===== src/rtl/hsid_x_mse_scan.sv =====
// Scan sequencer between the HSpecID-X register block and the MSE datapath:
// issues one band request per (pixel, band) and tracks min/max MSE results.
module hsid_x_mse_scan #(
    parameter  int WORD_WIDTH            = 32,
    parameter  int HSI_BANDS             = 128,
    parameter  int HSI_LIBRARY_SIZE      = 256,
    localparam int HSI_BANDS_ADDR        = $clog2(HSI_BANDS),
    localparam int HSI_LIBRARY_SIZE_ADDR = $clog2(HSI_LIBRARY_SIZE)
) (
    input  logic                             clk,
    input  logic                             rst,
    input  logic                             start,
    input  logic                             clear,
    input  logic [HSI_LIBRARY_SIZE_ADDR-1:0] library_size,
    input  logic [HSI_BANDS_ADDR-1:0]        pixel_bands,
    output logic                             idle,
    output logic                             ready,
    output logic                             done,
    output logic                             error,
    output logic                             band_req_valid,
    input  logic                             band_req_ready,
    output logic [HSI_LIBRARY_SIZE_ADDR-1:0] band_req_ref,
    output logic [HSI_BANDS_ADDR-1:0]        band_req_band,
    output logic                             band_req_last,
    input  logic                             mse_valid,
    input  logic [HSI_LIBRARY_SIZE_ADDR-1:0] mse_ref,
    input  logic [WORD_WIDTH-1:0]            mse_value,
    input  logic                             mse_overflow,
    output logic [HSI_LIBRARY_SIZE_ADDR-1:0] mse_min_ref,
    output logic [WORD_WIDTH-1:0]            mse_min_value,
    output logic [HSI_LIBRARY_SIZE_ADDR-1:0] mse_max_ref,
    output logic [WORD_WIDTH-1:0]            mse_max_value
);

    localparam int LA = HSI_LIBRARY_SIZE_ADDR;
    localparam int BA = HSI_BANDS_ADDR;

    typedef enum logic [2:0] {S_IDLE, S_ISSUE, S_WAIT, S_DONE, S_ERROR} state_t;

    state_t             r_state;
    state_t             w_state_next;
    logic [LA-1:0]      r_size;
    logic [BA-1:0]      r_bands;
    logic [LA:0]        r_cnt;
    logic [LA:0]        w_cnt_next;
    logic               r_idle, r_ready, r_done, r_error;
    logic               r_valid, r_last;
    logic [LA-1:0]      r_ref;
    logic [BA-1:0]      r_band;
    logic [LA-1:0]      r_min_ref, r_max_ref;
    logic [WORD_WIDTH-1:0] r_min_val, r_max_val;
    logic               w_accept, w_bad, w_good, w_all_in, w_hs, w_issue_end;
    logic               w_cfg_ok, w_launch;

    always_comb begin
        w_accept    = mse_valid && (r_state == S_ISSUE || r_state == S_WAIT);
        w_bad       = w_accept && (mse_overflow || mse_ref >= r_size);
        w_good      = w_accept && !w_bad;
        w_cnt_next  = r_cnt + {{LA{1'b0}}, w_good};
        w_all_in    = w_cnt_next >= {1'b0, r_size};
        w_hs        = r_valid && band_req_ready;
        w_issue_end = w_hs && r_last && (r_ref == r_size - LA'(1));
        w_cfg_ok    = (library_size != '0) && (pixel_bands != '0);
        w_launch    = !clear && start && (r_state == S_IDLE || r_state == S_DONE) && w_cfg_ok;

        w_state_next = r_state;
        if (clear) begin
            w_state_next = S_IDLE;
        end else begin
            case (r_state)
                S_IDLE, S_DONE: if (start) w_state_next = w_cfg_ok ? S_ISSUE : S_ERROR;
                // Results that all arrive before issuing finishes skip WAIT entirely
                S_ISSUE: begin
                    if (w_bad)            w_state_next = S_ERROR;
                    else if (w_issue_end) w_state_next = w_all_in ? S_DONE : S_WAIT;
                end
                S_WAIT: begin
                    if (w_bad)         w_state_next = S_ERROR;
                    else if (w_all_in) w_state_next = S_DONE;
                end
                default: w_state_next = r_state;
            endcase
        end
    end

    always_ff @(posedge clk or posedge rst) begin
        if (rst) begin
            r_state   <= S_IDLE;
            r_idle    <= 1'b1;
            r_ready   <= 1'b1;
            r_done    <= 1'b0;
            r_error   <= 1'b0;
            r_valid   <= 1'b0;
            r_ref     <= '0;
            r_band    <= '0;
            r_last    <= 1'b0;
            r_size    <= '0;
            r_bands   <= '0;
            r_cnt     <= '0;
            r_min_val <= '1;
            r_min_ref <= '0;
            r_max_val <= '0;
            r_max_ref <= '0;
        end else begin
            r_state <= w_state_next;
            r_idle  <= (w_state_next == S_IDLE);
            r_ready <= (w_state_next == S_IDLE) || (w_state_next == S_DONE);
            r_done  <= (w_state_next == S_DONE);
            r_error <= (w_state_next == S_ERROR);

            if (clear || w_launch) begin
                r_valid   <= w_launch;
                r_ref     <= '0;
                r_band    <= '0;
                r_last    <= w_launch && (pixel_bands == BA'(1));
                r_cnt     <= '0;
                r_min_val <= '1;
                r_min_ref <= '0;
                r_max_val <= '0;
                r_max_ref <= '0;
                if (w_launch) begin
                    r_size  <= library_size;
                    r_bands <= pixel_bands;
                end
            end else begin
                if (w_hs) begin
                    if (r_last) begin
                        r_band <= '0;
                        r_ref  <= r_ref + LA'(1);
                        r_last <= (r_bands == BA'(1));
                    end else begin
                        r_band <= r_band + BA'(1);
                        r_last <= (r_band + BA'(1)) == (r_bands - BA'(1));
                    end
                end
                if (w_state_next != S_ISSUE) r_valid <= 1'b0;
                if (w_good) begin
                    r_cnt <= w_cnt_next;
                    if (r_cnt == '0 || mse_value < r_min_val) begin
                        r_min_val <= mse_value;
                        r_min_ref <= mse_ref;
                    end
                    if (r_cnt == '0 || mse_value > r_max_val) begin
                        r_max_val <= mse_value;
                        r_max_ref <= mse_ref;
                    end
                end
            end
        end
    end

    assign idle           = r_idle;
    assign ready          = r_ready;
    assign done           = r_done;
    assign error          = r_error;
    assign band_req_valid = r_valid;
    assign band_req_ref   = r_ref;
    assign band_req_band  = r_band;
    assign band_req_last  = r_last;
    assign mse_min_ref    = r_min_ref;
    assign mse_min_value  = r_min_val;
    assign mse_max_ref    = r_max_ref;
    assign mse_max_value  = r_max_val;

endmodule


===== config.mk =====
export PLATFORM = sky130hd
export DESIGN_NAME = hsid_x_mse_scan
export DESIGN_NICKNAME = d
export VERILOG_FILES = /design/src/rtl/hsid_x_mse_scan.sv
export SDC_FILE = /design/constraint.sdc
export NUM_CORES = 1
export LEC_CHECK = 0
export BUFFER_PORTS_ARGS = -buffer_cell sky130_fd_sc_hd__buf_2
export CAP_MARGIN = 20
export CORE_ASPECT_RATIO = 1.25
export CORE_UTILIZATION = 56
export CTS_CLUSTER_DIAMETER = 60
export DETAILED_ROUTE_END_ITERATION = 10
export PLACE_DENSITY = 0.83
export SLEW_MARGIN = 5
export SYNTH_ARGS = -nofsm -noshare
export SYNTH_HDL_FRONTEND = slang
export SYNTH_SLANG_ARGS = --single-unit

===== constraint.sdc =====
create_clock -name clk -period 5.86 [get_ports clk]
set_input_delay 1.172 -clock clk [delete_from_list [all_inputs] [get_ports clk]]
set_output_delay 1.172 -clock clk [all_outputs]
set_load 0.005 [all_outputs]

---- Yosys cells after proc, flatten, opt, wreduce, memory -nomap -nowiden ----
Index checks and enable logic that the tools add are counted.
storage, ports and cells
  output and inout bits ................... 101
  input port bits ......................... 62
  register bits after elaboration ......... 128
  logic and storage cells ................. 105
operators by class
  reductions and logical operators ........ 36
  $lt $le $gt $ge ......................... 4
  add/sub/neg operators ................... 5
  muxes and demuxes ....................... 34
  equal/unequal tests ..................... 10
operators with widths
  kind                   number
  $mux W32               6
  $mux W8                9
  $gt A32 B32 Y1         1
  $lt A32 B32 Y1         1
  $mux W3                7
  $mux W7                3
  $mux W9                2
  $eq A7 B1 Y1 const B   2
  $reduce_bool A2 Y1     6
  $logic_and A1 B1 Y1    11
  $add A9 B1 Y9          1
  $eq A3 B2 Y1 const B   3
  $ge A9 B8 Y1           1
  $logic_not A9 Y1       1
  $pmux W3 S3            1
  $add A8 B1 Y8 const B  1
  $eq A8 B8 Y1           1
  $ge A8 B8 Y1           1
  $reduce_and A2 Y1      4
  $reduce_bool A8 Y1     1
  $sub A8 B1 Y8 const B  1
  $add A7 B1 Y7 const B  1
  $eq A7 B7 Y1           1
  $logic_or A1 B1 Y1     7
  other kinds (9)        16

---- Logic depth before layout (Yosys ltp) ----
  depth after elaboration ................. 16
  mapped depth ............................ 20
  mapped depth without buffers ............ 19

---- Worst setup path after synthesis ----
No wires, ideal clock.
  path type ............................... input port to flip-flop
  from .................................... in mse_ref[0]
  to ...................................... reg r_valid (netlist: band_req_valid)
  library setup time ...................... 0.120 ns
  path slack .............................. 0.884 ns
  path buffers ............................ 1
  data arrival time ....................... 4.856 ns
  data required time ...................... 5.740 ns
  stages on the path ...................... 20
  cell sequence ........................... inv_1 ha_1 nand2b_1 a31oi_1 o21ai_1 a21o_1 a21oi_1 clkbuf_1 ha_1 ha_1 and3_1 and3_1 xor2_1 ha_1 a21o_1 a21oi_1 a31o_2 o211ai_1 and2b_1 a41o_1
between the ends
  word-level cells in the longest chain between the ends .. 14
  elaborated cells between the ends (all ways) .. 16
  classes of those cells .................. add/sub (1); order compare (2); eq/ne (1); mux (7); reduce/logical (5)
RTL lines
  element                                line  source
  from (decl)                            26    input logic [HSI_LIBRARY_SIZE_ADDR-1:0] mse_ref,
  $ge A8 B8 Y1 *                         57    w_bad = w_accept && (mse_overflow || mse_ref >= r_size);
  $logic_or A1 B1 Y1 *                   57
  $logic_and A1 B1 Y1 *                  57
  $logic_not A1 Y1                       58    w_good = w_accept && !w_bad;
  $logic_and A1 B1 Y1                    58
  $add A9 B1 Y9                          59    w_cnt_next = r_cnt + {{LA{1'b0}}, w_good};
  $ge A9 B8 Y1                           60    w_all_in = w_cnt_next >= {1'b0, r_size};
  $mux W1                                75    else if (w_issue_end) w_state_next = w_all_in ? S_DONE : S_WAIT;
  $mux W3                                75
  $mux W3                                74    if (w_bad) w_state_next = S_ERROR;
  $pmux W3 S3 *                          70    case (r_state)
  $mux W3 *                              67    if (clear) begin
  net w_state_next[0]                    41    state_t w_state_next;
  $ne A3 B1 Y1 *                         136   if (w_state_next != S_ISSUE) r_valid <= 1'b0;
  $reduce_bool A2 Y1 (no source line) *  n/a
  to (signal assigned)                   112   r_valid <= w_launch;
  to (decl)                              47    logic r_valid, r_last;
The timed path passes the listed nets; every way through them passes the cells marked *.
A chain may end at the register's enable or synchronous reset.

---- Worst setup path in the final report ----
Ends and elaborated chain as after synthesis.

==> out/metrics.yaml <==
global_route:
  grt_overflow: 0
  grtUsageTotal: 0.278
  grt_max_degree: 86
  grt_pass1_vias: 6551
  grt_first_pass_wirelength_um: 31500
  antenna_found_initial: 2
worst_setup_path:
  critPathMostFrequentCell: "ha_1"
  crit_fanout: 13
  path_class: "in -> reg"
  critPathCaptureType: "register"
  critPathSlowestCell: "o211ai_1"
  crit_required_ns: 6.21
  path_cells: "buf_2, inv_1, ha_1, nand2b_1, a31oi_1, o21ai_1, a21o_1, a21oi_1, buf_4, ha_1, and3_1, and3_1, nand3_1, xnor2_1, ha_1, nand4_1, a31o_2, o211ai_1, and2b_1, a41o_1"
  critPathLaunchType: "primary input"
  critPathMaxStageDelay_ns: 0.34
  cp_data_arrival_time_ns: 5.32
route:
  ant_nets: 0
  wirelength_um: 19400
  drt_iter0_markers: 349
  wl_per_cell_um: 17.7
  vias: 6456
  wl_met3_um: 1090
  wl_met1_um: 7870
  viasPerCell: 5.88
  highest_layer: "met4"
  drc: 0
  drt_first_pass_iters: 5
  routed-wl-met2_um: 9700
timing:
  fin_skew_ns: 0.0133
  rsz0062_at_grt: "false"
  final_max_slew_viol_count: 0
  setup_violations: 0
  relSlewSlack: 0.536
  period_share: 0.848
  finalSetupTns_ns: 0
  hold_viol_final: 0
  tightest_slew_ns: 0.692
  max_freq_mhz: 201
  period_minus_slack_ns: 4.97
layout:
  drive_above_1_share: 0.291
  stdcell_area_mm2: 0.00936
  nNetsFinal: 1061
  areaGrowthSynthToFinish_pct: 20.0
  fillers: 1009
  regArea_mm2: 0.00325
  multi_input_area_mm2: 0.00410
  fin_util: 0.698
floorplan:
  die_area_mm2: 0.0144
  rows: 47
  core-area_mm2: 0.0134
  pin_count: 163
  die_w_um: 108
  start_util: 0.582
  die_y_um: 134
clocking:
  cts_root_buf: "clkbuf_16"
  htree_levels: 4
  path_clk_slew_ns: 0.06
  cts_tree: "yes"
  holdBufCountCts: 0
  cts_setup_buffers: 0
  clk_latency_ns: 0.42
  clockBufferDepth: 2
  ctsResizeCount: 0
  cts_made_buffers: 17
  cts_sinks: 128
placed_design:
  finalWeightedCongestion: 0.870
  io_buffer_count: 162
  hpwl_um: 13700
  placed_area_mm2: 0.00873
logic_synthesis:
  synth.area.top_cells: "dfrtp_1 (30%), ha_1 (14%), dfstp_2 (11%)"
  ys_warn_count: 0
  syn_area_mm2: 0.00780
  yosys-top-cells-count: "dfrtp_1 (94), ha_1 (87), inv_1 (83), nor2_1 (50), a22o_1 (39)"
  yosys.area.top_type: "dfrtp_1"
  syn_nets: 902
  synth-seq-cells: 128
  synth_cell_types: 61
  avgSynthCellArea_um2: 10.4
  yosys_most_used_dff: "dfrtp_1"
  async_reset_ff_frac: 1.00
  postSynthCellCount: 753
  synth.yosys.seq_area_share: 0.416
  synth-edff-count: 0
  yosys.area.top_type_share: 0.301
  yosysMostFrequentCell: "dfrtp_1"
power:
  comb_power_share: 0.182
  power.switching_mw: 0.763
  pwr-share-seq: 0.394
  netSwitchingFraction: 0.298
  intPower_mw: 1.79
  peakVddDrop_mv: 0.191
  power.total_mw: 2.56
  power_density_mw_per_mm2: 273
  clock_power_share: 0.424
  power_leakage_nw: 4.93
run_status:
  status: "finished clean"
min_path:
  min_path_type: "reg -> reg"
flow_run:
  drv_cap: 0
[kinds of logic after synthesis]
group,share of synthesized area
muxes,0.0409
xor gates and xnor gates,0.0560
DFF,0.416
and+or+nand+nor,0.116
buffers and inverters,0.0595
AOI/OAI and AO/OA,0.172
adders and majority gates,0.140
[through the flow]
step / hold slack [ns] / setup WS (ns) / cells
2_1_floorplan: 0.457 / 0.884 / 753
3_3_place_gp: 0.464 / 0.695 / 1063
3_5_place_dp: 0.467 / 0.536 / 1063
6_report: 0.473 / 0.893 / 1098
4_1_cts: 0.476 / 0.937 / 1095
5_1_grt: 0.482 / 0.628 / 1097
[registers in the layout, summed over array words and instances (netlist names), 3 cells and up]
register	cells
r_cnt	9
mse_max_ref	8
r_size	8
mse_min_ref	8
r_bands	7
mse_min_value	32
r_state	3
band_req_ref	8
mse_max_value	32
band_req_band	7
[placed cells by master, fill, tap and decap left out, types with 3 or more instances in the layout]
cell          n
clkbuf_16    17
a21o_1       15
clkinvlp_4    3
nor2b_1       4
inv_1        82
buf_2       162
nand2_1      27
buf_4         6
dfstp_2      34
nand2b_1     10
a22oi_1       5
xnor2_1      23
o21a_1        4
nand4_1      17
xor2_1       25
a22o_1       39
mux2_4        8
nand3_1      13
ha_1         87
and2_1        9
or3_1         5
a2bb2oi_1    32
a31oi_1       5
mux2i_1       3
a211oi_1      8
nor4_1        8
o211ai_1      5
o21ai_0      16
and3_1       13
mux2_2       15
inv_6         6
a21oi_1      24
nor3_1        8
dfrtp_1      94
nor2_1       50
[power groups by stage]
stage	Sequential (mW)	Combinational [mW]	Clock, mW
2_1_floorplan	1.00	0.324	0
3_3_place_gp	1.02	0.436	0
3_5_place_dp	1.02	0.455	0
4_1_cts	1.00	0.462	1.09
5_1_grt	1.01	0.519	1.14
6_report	1.01	0.465	1.08
[critical path, delay by kind of cell]
kind | cells | cell delay, ns
fa+ha+maj | 3 | 0.71
xor+xnor | 1 | 0.15
simple gates | 6 | 1.06
buf+inv | 3 | 0.48
compound gates | 7 | 1.75
[cell type report]
class / instances / share of cell area
multi-input combinational: 513 / 0.438
sequential: 128 / 0.347
timing repair buffer: 169 / 0.0944
clock buffer: 17 / 0.0454
inverter: 83 / 0.0336
tap: 171 / 0.0229
clock inverter: 15 / 0.0187
antenna: 2 / 0.000535
[path summary, 6_finish.rpt]
| check | startpoint | endpoint | slack, ns | depth (start not counted) |
|---|---|---|---|---|
| max | mse_ref[0] | band_req_valid$_DFFE_PP0P_ | 0.89 | 20 |
| min | mse_min_value[0]$_DFFE_PP1P_ | mse_min_value[0]$_DFFE_PP1P_ | 0.47 | 2 |
| max reg2reg | r_size[2]$_DFFE_PP0P_ | band_req_valid$_DFFE_PP0P_ | 1.24 | 19 |
| min reg2reg | mse_min_value[0]$_DFFE_PP1P_ | mse_min_value[0]$_DFFE_PP1P_ | 0.47 | 2 |
| max in group asynchronous | rst | mse_min_value[31]$_DFFE_PP1P_ | 3.98 | 4 |
| min in group asynchronous | rst | mse_max_value[10]$_DFFE_PP0P_ | 0.68 | 2 |
[metal layers]
| layer | vias to the layer above | track usage |
|---|---|---|
| met5 | - | 0 |
| met4 | 0 | 0.155 |
| met3 | 57 | 0.0457 |
| met2 | 242 | 0.475 |
| met1 | 3122 | 0.331 |
| li1 | 3035 | - |
(Power assumes the default switching activity.)
